==> config.mk <==
export PLATFORM = sky130hd
export DESIGN_NAME = vc_input_unit
export DESIGN_NICKNAME = d
export VERILOG_FILES = /design/src/rtl/vc_input_unit_pkg.sv /design/src/rtl/vc_input_unit_vc_lane.sv /design/src/rtl/vc_input_unit.sv
export SDC_FILE = /design/constraint.sdc
export NUM_CORES = 1
export LEC_CHECK = 0
export ABC_AREA = 1
export BUFFER_PORTS_ARGS = -buffer_cell sky130_fd_sc_hd__buf_2
export CORE_MARGIN = 2
export CORE_UTILIZATION = 55
export CTS_CLUSTER_DIAMETER = 80
export DETAILED_ROUTE_END_ITERATION = 10
export GPL_ROUTABILITY_DRIVEN = 0
export PLACE_DENSITY = 0.73
export REMOVE_ABC_BUFFERS = 1
export SETUP_SLACK_MARGIN = 0.2
export SYNTH_ARGS = -nofsm -noshare
export SYNTH_HDL_FRONTEND = slang
export SYNTH_SLANG_ARGS = --single-unit
==> constraint.sdc <==
create_clock -name clk_i -period 1.95 [get_ports clk_i]
set_input_delay 0.2925 -clock clk_i [delete_from_list [all_inputs] [get_ports clk_i]]
set_output_delay 0.2925 -clock clk_i [all_outputs]
set_load 0.01 [all_outputs]
==> src/rtl/vc_input_unit_pkg.sv <==
// Shared definitions for the multi-VC input port: flit type codes, route
// encodings and the per-VC packet state.
package vc_input_unit_pkg;

  // Flit type field codes
  localparam logic [1:0] FLIT_BODY     = 2'b00;
  localparam logic [1:0] FLIT_TAIL     = 2'b01;
  localparam logic [1:0] FLIT_HEADER   = 2'b10;
  localparam logic [1:0] FLIT_HEADTAIL = 2'b11;

  // XY route result encodings (rows grow southwards, columns eastwards)
  localparam int unsigned ROUTE_LOCAL = 0;
  localparam int unsigned ROUTE_NORTH = 1;
  localparam int unsigned ROUTE_EAST  = 2;
  localparam int unsigned ROUTE_SOUTH = 3;
  localparam int unsigned ROUTE_WEST  = 4;

  typedef enum logic [1:0] {
    VC_IDLE    = 2'd0,
    VC_WAITING = 2'd1,
    VC_ACTIVE  = 2'd2
  } vc_state_e;

endpackage

==> src/rtl/vc_input_unit_vc_lane.sv <==
// One virtual channel: FWFT circular buffer, packet FSM, header register and
// XY router. All outputs are combinational (suffix _c); the top registers them.
//   wr_en/wr_data   : enqueue request (dropped when full, flagged on overflow_c)
//   grant           : switch dequeues the head flit this cycle
//   chan_alloc      : allocator grant, honoured only in WAITING
//   chan_rdy        : downstream space for this VC
//   head_c          : head flit; req_c: switch request; drop_c: head discarded
//   proto_err_c     : flit-order violation; route_c/route_vld_c: XY route
module vc_input_unit_vc_lane
  import vc_input_unit_pkg::*;
#(
  parameter int unsigned VC_DEPTH_W  = 2,
  parameter int unsigned FLIT_DATA_W = 8,
  parameter int unsigned FLIT_ID_W   = 2,
  parameter int unsigned COL_CORD    = 1,
  parameter int unsigned ROW_CORD    = 1,
  parameter int unsigned COL_ADDR_W  = 2,
  parameter int unsigned ROW_ADDR_W  = 2,
  parameter int unsigned OUT_N_W     = 3,
  localparam int unsigned FLIT_W     = FLIT_ID_W + FLIT_DATA_W
) (
  input  logic               clk,
  input  logic               rst,
  input  logic               wr_en,
  input  logic [FLIT_W-1:0]  wr_data,
  input  logic               grant,
  input  logic               chan_alloc,
  input  logic               chan_rdy,
  output logic [FLIT_W-1:0]  head_c,
  output logic               req_c,
  output logic               drop_c,
  output logic               proto_err_c,
  output logic               overflow_c,
  output logic               route_vld_c,
  output logic [OUT_N_W-1:0] route_c
);

  localparam int unsigned DEPTH  = 1 << VC_DEPTH_W;
  localparam int unsigned ADDR_W = COL_ADDR_W + ROW_ADDR_W;

  logic [FLIT_W-1:0]    mem [DEPTH];
  logic [VC_DEPTH_W:0]  wr_ptr, rd_ptr;
  logic                 full, empty, enq, deq;
  logic [FLIT_ID_W-1:0] head_id;
  logic                 is_hdr, is_last, stray_hdr, capture;
  logic [ADDR_W-1:0]    hdr_addr;
  logic                 hdr_pend;
  logic [COL_ADDR_W-1:0] dst_col;
  logic [ROW_ADDR_W-1:0] dst_row;
  vc_state_e            state, state_nxt;

  // Buffer status is taken from start-of-cycle pointers, so a same-cycle
  // dequeue never makes room for a write to a full VC.
  assign empty      = (wr_ptr == rd_ptr);
  assign full       = (wr_ptr[VC_DEPTH_W] != rd_ptr[VC_DEPTH_W]) &&
                      (wr_ptr[VC_DEPTH_W-1:0] == rd_ptr[VC_DEPTH_W-1:0]);
  assign enq        = wr_en && !full;
  assign overflow_c = wr_en && full;
  assign deq        = grant || drop_c;
  assign head_c     = mem[rd_ptr[VC_DEPTH_W-1:0]];
  assign head_id    = head_c[FLIT_W-1 -: FLIT_ID_W];

  assign is_hdr  = (head_id == FLIT_ID_W'(FLIT_HEADER)) ||
                   (head_id == FLIT_ID_W'(FLIT_HEADTAIL));
  assign is_last = (head_id == FLIT_ID_W'(FLIT_TAIL)) ||
                   (head_id == FLIT_ID_W'(FLIT_HEADTAIL));
  // A HEADER at the head while ACTIVE is an error unless it is the packet's
  // own header that is still waiting to be forwarded.
  assign stray_hdr = (state == VC_ACTIVE) && !empty && !hdr_pend &&
                     (head_id == FLIT_ID_W'(FLIT_HEADER));

  // Buffer pointers
  always_ff @(posedge clk) begin
    if (rst) begin
      wr_ptr <= '0;
      rd_ptr <= '0;
    end else begin
      if (enq) wr_ptr <= wr_ptr + (VC_DEPTH_W+1)'(1);
      if (deq) rd_ptr <= rd_ptr + (VC_DEPTH_W+1)'(1);
    end
  end

  // Buffer storage
  always_ff @(posedge clk) begin
    if (enq) mem[wr_ptr[VC_DEPTH_W-1:0]] <= wr_data;
  end

  // Header address and "own header not yet forwarded" flag
  always_ff @(posedge clk) begin
    if (rst) begin
      hdr_addr <= '0;
      hdr_pend <= 1'b0;
    end else if (capture) begin
      hdr_addr <= head_c[ADDR_W-1:0];
      hdr_pend <= 1'b1;
    end else if (grant) begin
      hdr_pend <= 1'b0;
    end
  end

  // FSM state register
  always_ff @(posedge clk) begin
    if (rst) state <= VC_IDLE;
    else     state <= state_nxt;
  end

  // FSM next state
  always_comb begin
    state_nxt = state;
    case (state)
      VC_IDLE:    if (!empty && is_hdr) state_nxt = VC_WAITING;
      VC_WAITING: if (chan_alloc) state_nxt = VC_ACTIVE;
      VC_ACTIVE: begin
        if (stray_hdr)             state_nxt = VC_WAITING;
        else if (grant && is_last) state_nxt = VC_IDLE;
      end
      default:    state_nxt = VC_IDLE;
    endcase
  end

  // FSM outputs
  always_comb begin
    capture     = 1'b0;
    drop_c      = 1'b0;
    proto_err_c = 1'b0;
    req_c       = 1'b0;
    case (state)
      VC_IDLE: begin
        if (!empty) begin
          if (is_hdr) begin
            capture = 1'b1;
          end else begin
            drop_c      = 1'b1;
            proto_err_c = 1'b1;
          end
        end
      end
      VC_ACTIVE: begin
        if (stray_hdr) begin
          capture     = 1'b1;
          proto_err_c = 1'b1;
        end else begin
          req_c = !empty && chan_rdy;
        end
      end
      default: ;
    endcase
  end

  assign route_vld_c = (state == VC_WAITING);

  // XY routing: resolve column first, then row
  assign dst_col = hdr_addr[COL_ADDR_W-1:0];
  assign dst_row = hdr_addr[ADDR_W-1:COL_ADDR_W];

  always_comb begin
    route_c = OUT_N_W'(ROUTE_LOCAL);
    if (dst_col > COL_ADDR_W'(COL_CORD))      route_c = OUT_N_W'(ROUTE_EAST);
    else if (dst_col < COL_ADDR_W'(COL_CORD)) route_c = OUT_N_W'(ROUTE_WEST);
    else if (dst_row > ROW_ADDR_W'(ROW_CORD)) route_c = OUT_N_W'(ROUTE_SOUTH);
    else if (dst_row < ROW_ADDR_W'(ROW_CORD)) route_c = OUT_N_W'(ROUTE_NORTH);
  end

endmodule

==> src/rtl/vc_input_unit.sv <==
// Multi-VC input port: write demux into VC_N lanes, round-robin switch stage
// and registered flit/credit/status outputs.
//   data_i/wr_en_i/wr_vc_i   : incoming flit and its target VC
//   credit_o                 : per-VC pulse for every flit leaving a buffer
//   route_res_o/_vld_o       : per-VC XY route, valid while WAITING
//   chan_alloc_i/chan_rdy_i  : allocator grant / downstream space per VC
//   data_o/data_vld_o/data_vc_o : forwarded flit, valid, source VC
//   overflow_o/proto_err_o   : dropped-write and flit-order error pulses
module vc_input_unit
  import vc_input_unit_pkg::*;
#(
  parameter int unsigned VC_N        = 2,
  parameter int unsigned VC_DEPTH_W  = 2,
  parameter int unsigned FLIT_DATA_W = 8,
  parameter int unsigned FLIT_ID_W   = 2,
  parameter int unsigned COL_CORD    = 1,
  parameter int unsigned ROW_CORD    = 1,
  parameter int unsigned COL_ADDR_W  = 2,
  parameter int unsigned ROW_ADDR_W  = 2,
  parameter int unsigned OUT_N_W     = 3,
  localparam int unsigned VC_ID_W    = (VC_N > 2) ? $clog2(VC_N) : 1,
  localparam int unsigned FLIT_W     = FLIT_ID_W + FLIT_DATA_W
) (
  input  logic                    clk_i,
  input  logic                    rst_i,
  input  logic [FLIT_W-1:0]       data_i,
  input  logic                    wr_en_i,
  input  logic [VC_ID_W-1:0]      wr_vc_i,
  output logic [VC_N-1:0]         credit_o,
  output logic [VC_N*OUT_N_W-1:0] route_res_o,
  output logic [VC_N-1:0]         route_res_vld_o,
  input  logic [VC_N-1:0]         chan_alloc_i,
  input  logic [VC_N-1:0]         chan_rdy_i,
  output logic [FLIT_W-1:0]       data_o,
  output logic                    data_vld_o,
  output logic [VC_ID_W-1:0]      data_vc_o,
  output logic                    overflow_o,
  output logic                    proto_err_o
);

  logic [FLIT_W-1:0]  head [VC_N];
  logic [VC_N-1:0]    wr_sel, req, grant, drop, err, ovf;
  logic [VC_ID_W-1:0] rr_ptr, rr_nxt, gnt_idx, idx;
  logic               gnt_any;

  for (genvar v = 0; v < VC_N; v++) begin : g_lane
    assign wr_sel[v] = wr_en_i && (wr_vc_i == VC_ID_W'(v));

    vc_input_unit_vc_lane #(
      .VC_DEPTH_W (VC_DEPTH_W),
      .FLIT_DATA_W(FLIT_DATA_W),
      .FLIT_ID_W  (FLIT_ID_W),
      .COL_CORD   (COL_CORD),
      .ROW_CORD   (ROW_CORD),
      .COL_ADDR_W (COL_ADDR_W),
      .ROW_ADDR_W (ROW_ADDR_W),
      .OUT_N_W    (OUT_N_W)
    ) u_lane (
      .clk        (clk_i),
      .rst        (rst_i),
      .wr_en      (wr_sel[v]),
      .wr_data    (data_i),
      .grant      (grant[v]),
      .chan_alloc (chan_alloc_i[v]),
      .chan_rdy   (chan_rdy_i[v]),
      .head_c     (head[v]),
      .req_c      (req[v]),
      .drop_c     (drop[v]),
      .proto_err_c(err[v]),
      .overflow_c (ovf[v]),
      .route_vld_c(route_res_vld_o[v]),
      .route_c    (route_res_o[v*OUT_N_W +: OUT_N_W])
    );
  end

  // Round-robin pick: first requester at or after rr_ptr
  always_comb begin
    grant   = '0;
    gnt_idx = '0;
    gnt_any = 1'b0;
    idx     = '0;
    for (int unsigned i = 0; i < VC_N; i++) begin
      idx = VC_ID_W'((32'(rr_ptr) + i) % VC_N);
      if (!gnt_any && req[idx]) begin
        gnt_any    = 1'b1;
        gnt_idx    = idx;
        grant[idx] = 1'b1;
      end
    end
  end

  assign rr_nxt = (gnt_idx == VC_ID_W'(VC_N - 1)) ? '0 : gnt_idx + VC_ID_W'(1);

  // Output registers and arbiter pointer
  always_ff @(posedge clk_i) begin
    if (rst_i) begin
      rr_ptr      <= '0;
      data_o      <= '0;
      data_vld_o  <= 1'b0;
      data_vc_o   <= '0;
      credit_o    <= '0;
      overflow_o  <= 1'b0;
      proto_err_o <= 1'b0;
    end else begin
      data_vld_o  <= gnt_any;
      credit_o    <= grant | drop;
      overflow_o  <= |ovf;
      proto_err_o <= |err;
      if (gnt_any) begin
        data_o    <= head[gnt_idx];
        data_vc_o <= gnt_idx;
        rr_ptr    <= rr_nxt;
      end
    end
  end

endmodule

==> results of run 1 <==
## Yosys cell counts (all sizes together)
cell type   n
nor2       89
nand2      87
edfxtp     80
inv        68
nand3      56
o21ai      54
dfxtp      47
o22ai      16
buf        14
a21oi      13
ha         10
clkbuf      7
nand4       4
a211oi      2
o21a        2
xor2        2
a41oi       1
and3        1
nor3        1
## cell type report
cell class              count  area [um2]  share of cell area, %
flip-flops and latches    127        3360                   50.6
multi-input cells         338        1790                   26.9
clock buffers              17         414                   6.24
clock inverters            15         159                   2.39
inverters                  68         260                   3.92
repair buffers             73         488                   7.35
well taps                 133         166                   2.51
## flip-flops by register name, indices dropped and copies added (netlist names), 2 cells and up, named ones only
name and cells:
g_lane.u_lane.mem 80, data_o 10, g_lane.u_lane.hdr_addr 8, g_lane.u_lane.rd_ptr 6, g_lane.u_lane.wr_ptr 6, g_lane.u_lane.state 4, credit_o 2, g_lane.u_lane.hdr_pend 2
## where the power goes
group	switching, mW	internal, mW	total, mW
combinational	1.33	0.703	2.03
sequential	0.177	3.12	3.30
clock	1.19	1.83	3.02
total	2.69	5.65	8.34
## routing by layer
metal | up-vias | global-route usage [%] | share of wire, %
met5 | - | 0 | 0
met4 | 0 | 8.60 | 2.7
met3 | 36 | 5.91 | 6.0
met2 | 173 | 38.7 | 49
met1 | 1952 | 30.8 | 42
li1 | 2007 | - | -
## per-stage QoR
step                      cell area (um2)  hold WS (ns)  TNS (ns)
final                                6640        0.0540         0
after global routing                 6640        0.0623         0
after CTS                            6430        0.0407         0
after detailed placement             5840         0.475         0
after global placement               5840         0.471         0
after floorplan                      5290         0.362   -0.0528
## worst min-delay path by stage
| stage | end | slack (ns) | from |
|---|---|---|---|
| 6_report | g_lane[0].u_lane.mem[0][5] | 0.05 | data_i[5] |
| 4_1_cts | g_lane[0].u_lane.mem[1][2] | 0.04 | data_i[2] |
| 3_3_place_gp | g_lane[1].u_lane.wr_ptr[2] | 0.47 | g_lane[1].u_lane.wr_ptr[2] |
| 3_5_place_dp | g_lane[1].u_lane.hdr_pend | 0.48 | g_lane[1].u_lane.hdr_pend |
| 2_1_floorplan | g_lane[0].u_lane.hdr_addr[0] | 0.36 | rst_i |
| 5_1_grt | g_lane[0].u_lane.mem[1][1] | 0.06 | data_i[1] |
## what timing repair did
item                                    in CTS  in global routing
resized for setup                            1                 50
cloned                                       0                  2
setup buffers                                1                  6
pin swaps                                    1                 10
endpoints found under the setup margin       4                110
hold buffers                                 0                  0
## kinds of logic after synthesis
kind of cell | synth area share, %
AOI/OAI and AO/OA | 8.75
xor gates and xnor gates | 0.323
adders and majority gates | 2.31
buffers and inverters | 7.16
DFF | 61.7
and+or+nand+nor | 19.8
==> qor.yml, run 1 <==
timing:
  setup_viol: 0
  finalWorstSetupSlack_ns: 0.238
  hold_viol: 0
  max_freq_mhz: 584
  min_period_over_period_pct: 87.8
  max_slew.worst_pin.slew_ns: 0.817
  final_max_slew_viol_count: 0
  period_needed_ns: 1.71
  finalClockSkew_ns: 0.0118
  rsz_0062_raised_after_global_routing: "yes"
  max_slew_margin_pct: 45.5
route:
  dr_total_vias: 4168
  drt_first_iter_violations: 352
  post_drt_via_cell_ratio: 5.41
  remaining_design_rule_violation_count: 0
  drt-total-wl_mm: 12.3
  drtAntennaViolNets: 0
  firstDrtPassIters: 7
  drt-wirelength-per-cell_um: 16.0
clock_network:
  cts_buffers: 17
  ctsRootBufferMaster: "clkbuf_8"
  max-clock-path-buffers: 2
  cts.sink_count: 127
  cts_h_tree_depth: 4
  cts_tree: "done"
  path_clk_slew_ns: 0.06
  clk_latency_ns: 0.52
worst_setup_path:
  crit_path_frequent_cell: "nor2_4"
  worst_r2r_endpoint: "data_o[8]"
  worstSetupEndpoint: "data_o[8]"
  worstPathCellList: "buf_4, nand3_1, nand2_2, nand3_2, inv_2, nor2_4, nor2_4, clkbuf_16, inv_1, o21ai_0, nor2_1"
  worst-endpoint-required_ns: 2.36
  buf_inv_on_cp: 4
  cpLargestDelayFamily: "simple AND/OR/NAND/NOR gates"
  cp_num_cells: 11
  critical_path.max_stage_delay_ns: 0.34
  worst_setup_path_start_kind: "flip-flop"
  slowest_stage: "dfxtp_1"
  worst-endpoint-arrival_ns: 2.12
  critPathCaptureType: "flip-flop"
  reg2regPathDepth: 11
  crit_type: "flip-flop to flip-flop"
  critical_path.max_fanout: 10
  reg2reg_setup_slack_ns: 0.24
power_and_ir_drop:
  pwr_density_cell_mw_per_mm2: 1260
  design_power_total_mw: 8.34
  static-leakage-power_nw: 2.78
  ir_worst_vdd_uv: 810
cells_and_area:
  nets: 653
  finalNonFillerCells: 771
  post-route-util_pct: 68.5
  layout-drive-gt1-share_pct: 26.6
  fill_cells: 717
  area_growth_from_synthesis_to_layout_pct: 22.4
  layout_common_cells: "nor2_1 (82), edfxtp_1 (80), nand2_1 (65)"
  n_antenna_cell: 0
  final_common_cell: "nor2_1"
grt:
  pin_count_of_the_biggest_net_entering_global_routing: 26
  grt_first_pass_wirelength_mm: 18.5
  gr-usage-all-layers_pct: 23.6
  gr-total-overflow: 0
  via_count_of_the_first_global_routing_pass: 3790
  grt_antenna_before_repair: 0
floorplanning:
  initial_utilization_pct: 56.0
  number_of_standard_cell_rows_in_the_floorplan: 36
  die_area_mm2: 0.0107
  design.portCount: 42
  dieHeight_um: 103
  dieWidth_um: 103
  coreArea_mm2: 0.00968
flow_run:
  maxCapViolations: 0
place:
  dp_hpwl_mm: 8.03
  portBuffers: 41
  placement.setup.worst_slack_ns: 0.166
  placed_cells_incl_taps: 730
synthesis:
  post_synth_inst_count: 554
  per_instance_average_area_after_synthesis_um2: 9.78
  synth_top_cells_by_area: "edfxtp_1 (44%), dfxtp_1 (17%), nor2_1 (6.0%)"
  synth-seq-cells: 127
  synthDistinctLibCells: 26
  post-synth-top-area-cell: "edfxtp_1"
  mappedNetlistArea_mm2: 0.00542
  synth_seq_area_share_pct: 61.7
  yosysWarnings: 0
  share_of_the_synthesized_area_in_the_top_cell_type_pct: 44.3
min_path:
  min_path_cells: 1
  hold_removal_path_class: "input pin to flip-flop"
outcome:
  outcome: "finished clean"
Power figures use the tool's default switching activity.
==> run 2: changes to the inputs <==
--- a/config.mk
+++ b/config.mk
@@ -8,11 +8,11 @@
 export ABC_AREA = 1
 export BUFFER_PORTS_ARGS = -buffer_cell sky130_fd_sc_hd__buf_2
 export CORE_MARGIN = 2
-export CORE_UTILIZATION = 55
+export CORE_UTILIZATION = 36
 export CTS_CLUSTER_DIAMETER = 80
 export DETAILED_ROUTE_END_ITERATION = 10
 export GPL_ROUTABILITY_DRIVEN = 0
-export PLACE_DENSITY = 0.73
+export PLACE_DENSITY = 0.51
 export REMOVE_ABC_BUFFERS = 1
 export SETUP_SLACK_MARGIN = 0.2
 export SYNTH_ARGS = -nofsm -noshare
==> run 2 against run 1 <==
  * Final cell count grew 7.8%
  * Flip-flop and latch count unchanged
  * Design area is 1.6% higher
  * Highest routed layer unchanged
  * Count of clock-buffer cells in the layout up 1
  * Non-clock buffer count up 9
  * Clock power fell by 8.3%
  * Via count down 3.4%
==> qor.yml, run 2 (synthesis gave the netlist of run 1 again) <==
outcome:
  outcome: "finished clean"
cells_and_area:
  layout-drive-gt1-share_pct: 26.9
  layout_common_cells: "nor2_1 (81), edfxtp_1 (80), nand2_1 (67)"
  post-route-util_pct: 46.1
  area_growth_from_synthesis_to_layout_pct: 24.4
  n_antenna_cell: 0
  fill_cells: 1396
  final_common_cell: "nor2_1"
  nets: 662
  number_of_flip_flops_in_the_largest_register: 80
flow_run:
  maxCapViolations: 0
route:
  drtAntennaViolNets: 0
  dr_total_vias: 4026
  drt-total-wl_mm: 12.9
  drt_first_iter_violations: 226
  post_drt_via_cell_ratio: 4.84
  drt-wirelength-per-cell_um: 15.6
  firstDrtPassIters: 5
  remaining_design_rule_violation_count: 0
floorplanning:
  number_of_standard_cell_rows_in_the_floorplan: 44
  die_area_mm2: 0.0161
  initial_utilization_pct: 37.0
  coreArea_mm2: 0.0146
  dieHeight_um: 127
  design.portCount: 42
  dieWidth_um: 127
worst_setup_path:
  crit_type: "flip-flop to flip-flop"
  critical_path.max_fanout: 6
  reg2reg_setup_slack_ns: 0.28
  critPathCaptureType: "flip-flop"
  worst-endpoint-arrival_ns: 1.97
  worst-endpoint-required_ns: 2.25
  worst_setup_path_start_kind: "flip-flop"
timing:
  min_period_over_period_pct: 85.4
  final_max_slew_viol_count: 0
  finalClockSkew_ns: 0.00884
  setup_viol: 0
  period_needed_ns: 1.67
  max_freq_mhz: 600
  max_slew.worst_pin.slew_ns: 0.406
  max_slew_margin_pct: 73.0
  rsz_0062_raised_after_global_routing: "yes"
  hold-worst-slack_ns: 0.163
  hold_viol: 0
grt:
  pin_count_of_the_biggest_net_entering_global_routing: 24
  grt_first_pass_wirelength_mm: 20.2
  gr-total-overflow: 0
  gr-usage-all-layers_pct: 16.6
  grt_antenna_before_repair: 0
  via_count_of_the_first_global_routing_pass: 3926
clock_network:
  ctsRootBufferMaster: "clkbuf_16"
  max-clock-path-buffers: 2
  cts_h_tree_depth: 4
  cts.hold.buffers_added: 0
  path_clk_slew_ns: 0.06
  clk_latency_ns: 0.42
  cts_buffers: 17
  cts_tree: "done"
  cts.sink_count: 127
place:
  dp_hpwl_mm: 9.11
  portBuffers: 41
min_path:
  hold_removal_path_class: "input pin to flip-flop"
power_and_ir_drop:
  pwr_density_cell_mw_per_mm2: 1210
  static-leakage-power_nw: 2.79
  ir_worst_vdd_uv: 590
run 2: changes by cell type in the layout (fill, tap and decap cells not counted), sizes merged:
| cell | delta |
|---|---|
| buf | +9 |
| clkinvlp | +3 |
| bufinv | -2 |
| inv | -2 |
| clkbuf | +1 |
run 2: area by class of cell:
cell class / instances / area, um2 / area share (%)
Tap cell: 184 / 230 / 3.41
Clock buffer: 18 / 429 / 6.36
Timing Repair Buffer: 82 / 553 / 8.20
Multi-Input combinational cell: 338 / 1810 / 26.8
Clock inverter: 14 / 95.1 / 1.41
Inverter: 68 / 258 / 3.82
Sequential cell: 127 / 3370 / 50.0
run 2: critical path, cell delays in order (launching register included):
cell and delay (ns):
dfxtp_4 0.35, inv_2 0.09, nand2_1 0.06, nand2_1 0.11, nand4_1 0.27, nand3_4 0.22, nor2_4 0.06, clkbuf_4 0.18
o21ai_0 0.16, a21oi_1 0.05
run 2: through the flow:
step	instance area (um2)	std cells	TNS, ns	total power [mW]	setup WS [ns]
2_1_floorplan	5290	533	-0.0528	4.46	-0.0141
3_3_place_gp	5970	788	0	5.15	0.112
3_5_place_dp	5970	788	0	5.18	0.101
4_1_cts	6520	821	0	7.98	0.201
5_1_grt	6750	831	0	8.63	0.158
6_report	6750	831	0	8.15	0.284
run 2: path summary, 6_finish.rpt:
kind	startpoint	endpoint	cells past startpoint
worst max-delay path	g_lane[1].u_lane.wr_ptr[0]	g_lane[1].u_lane.wr_ptr[2]	9
worst min-delay path	data_i[6]	g_lane[0].u_lane.mem[3][6]	1
worst max register to register	g_lane[1].u_lane.wr_ptr[0]	g_lane[1].u_lane.wr_ptr[2]	9
worst min register to register	g_lane[1].u_lane.wr_ptr[2]	g_lane[1].u_lane.wr_ptr[2]	1
run 2: layer usage:
| layer | track usage (%) | wire (um) |
|---|---|---|
| met1 | 21.1 | 5960 |
| met2 | 27.2 | 6380 |
| met3 | 4.22 | 497 |
| met4 | 6.40 | 108 |
| met5 | 0 | 0 |
run 2: power breakdown:
| group | internal, mW | leakage [nW] | switching, mW |
|---|---|---|---|
| clock network | 1.61 | 0.244 | 1.16 |
| logic | 0.777 | 1.43 | 1.30 |
| registers | 3.12 | 1.12 | 0.176 |
| total | 5.51 | 2.79 | 2.64 |
run 2: what timing repair did:
action	CTS	global route
setup buffers	1	9
cloned	0	1
pin swaps	1	12
setup endpoints to repair	61	80
resized for setup	6	49
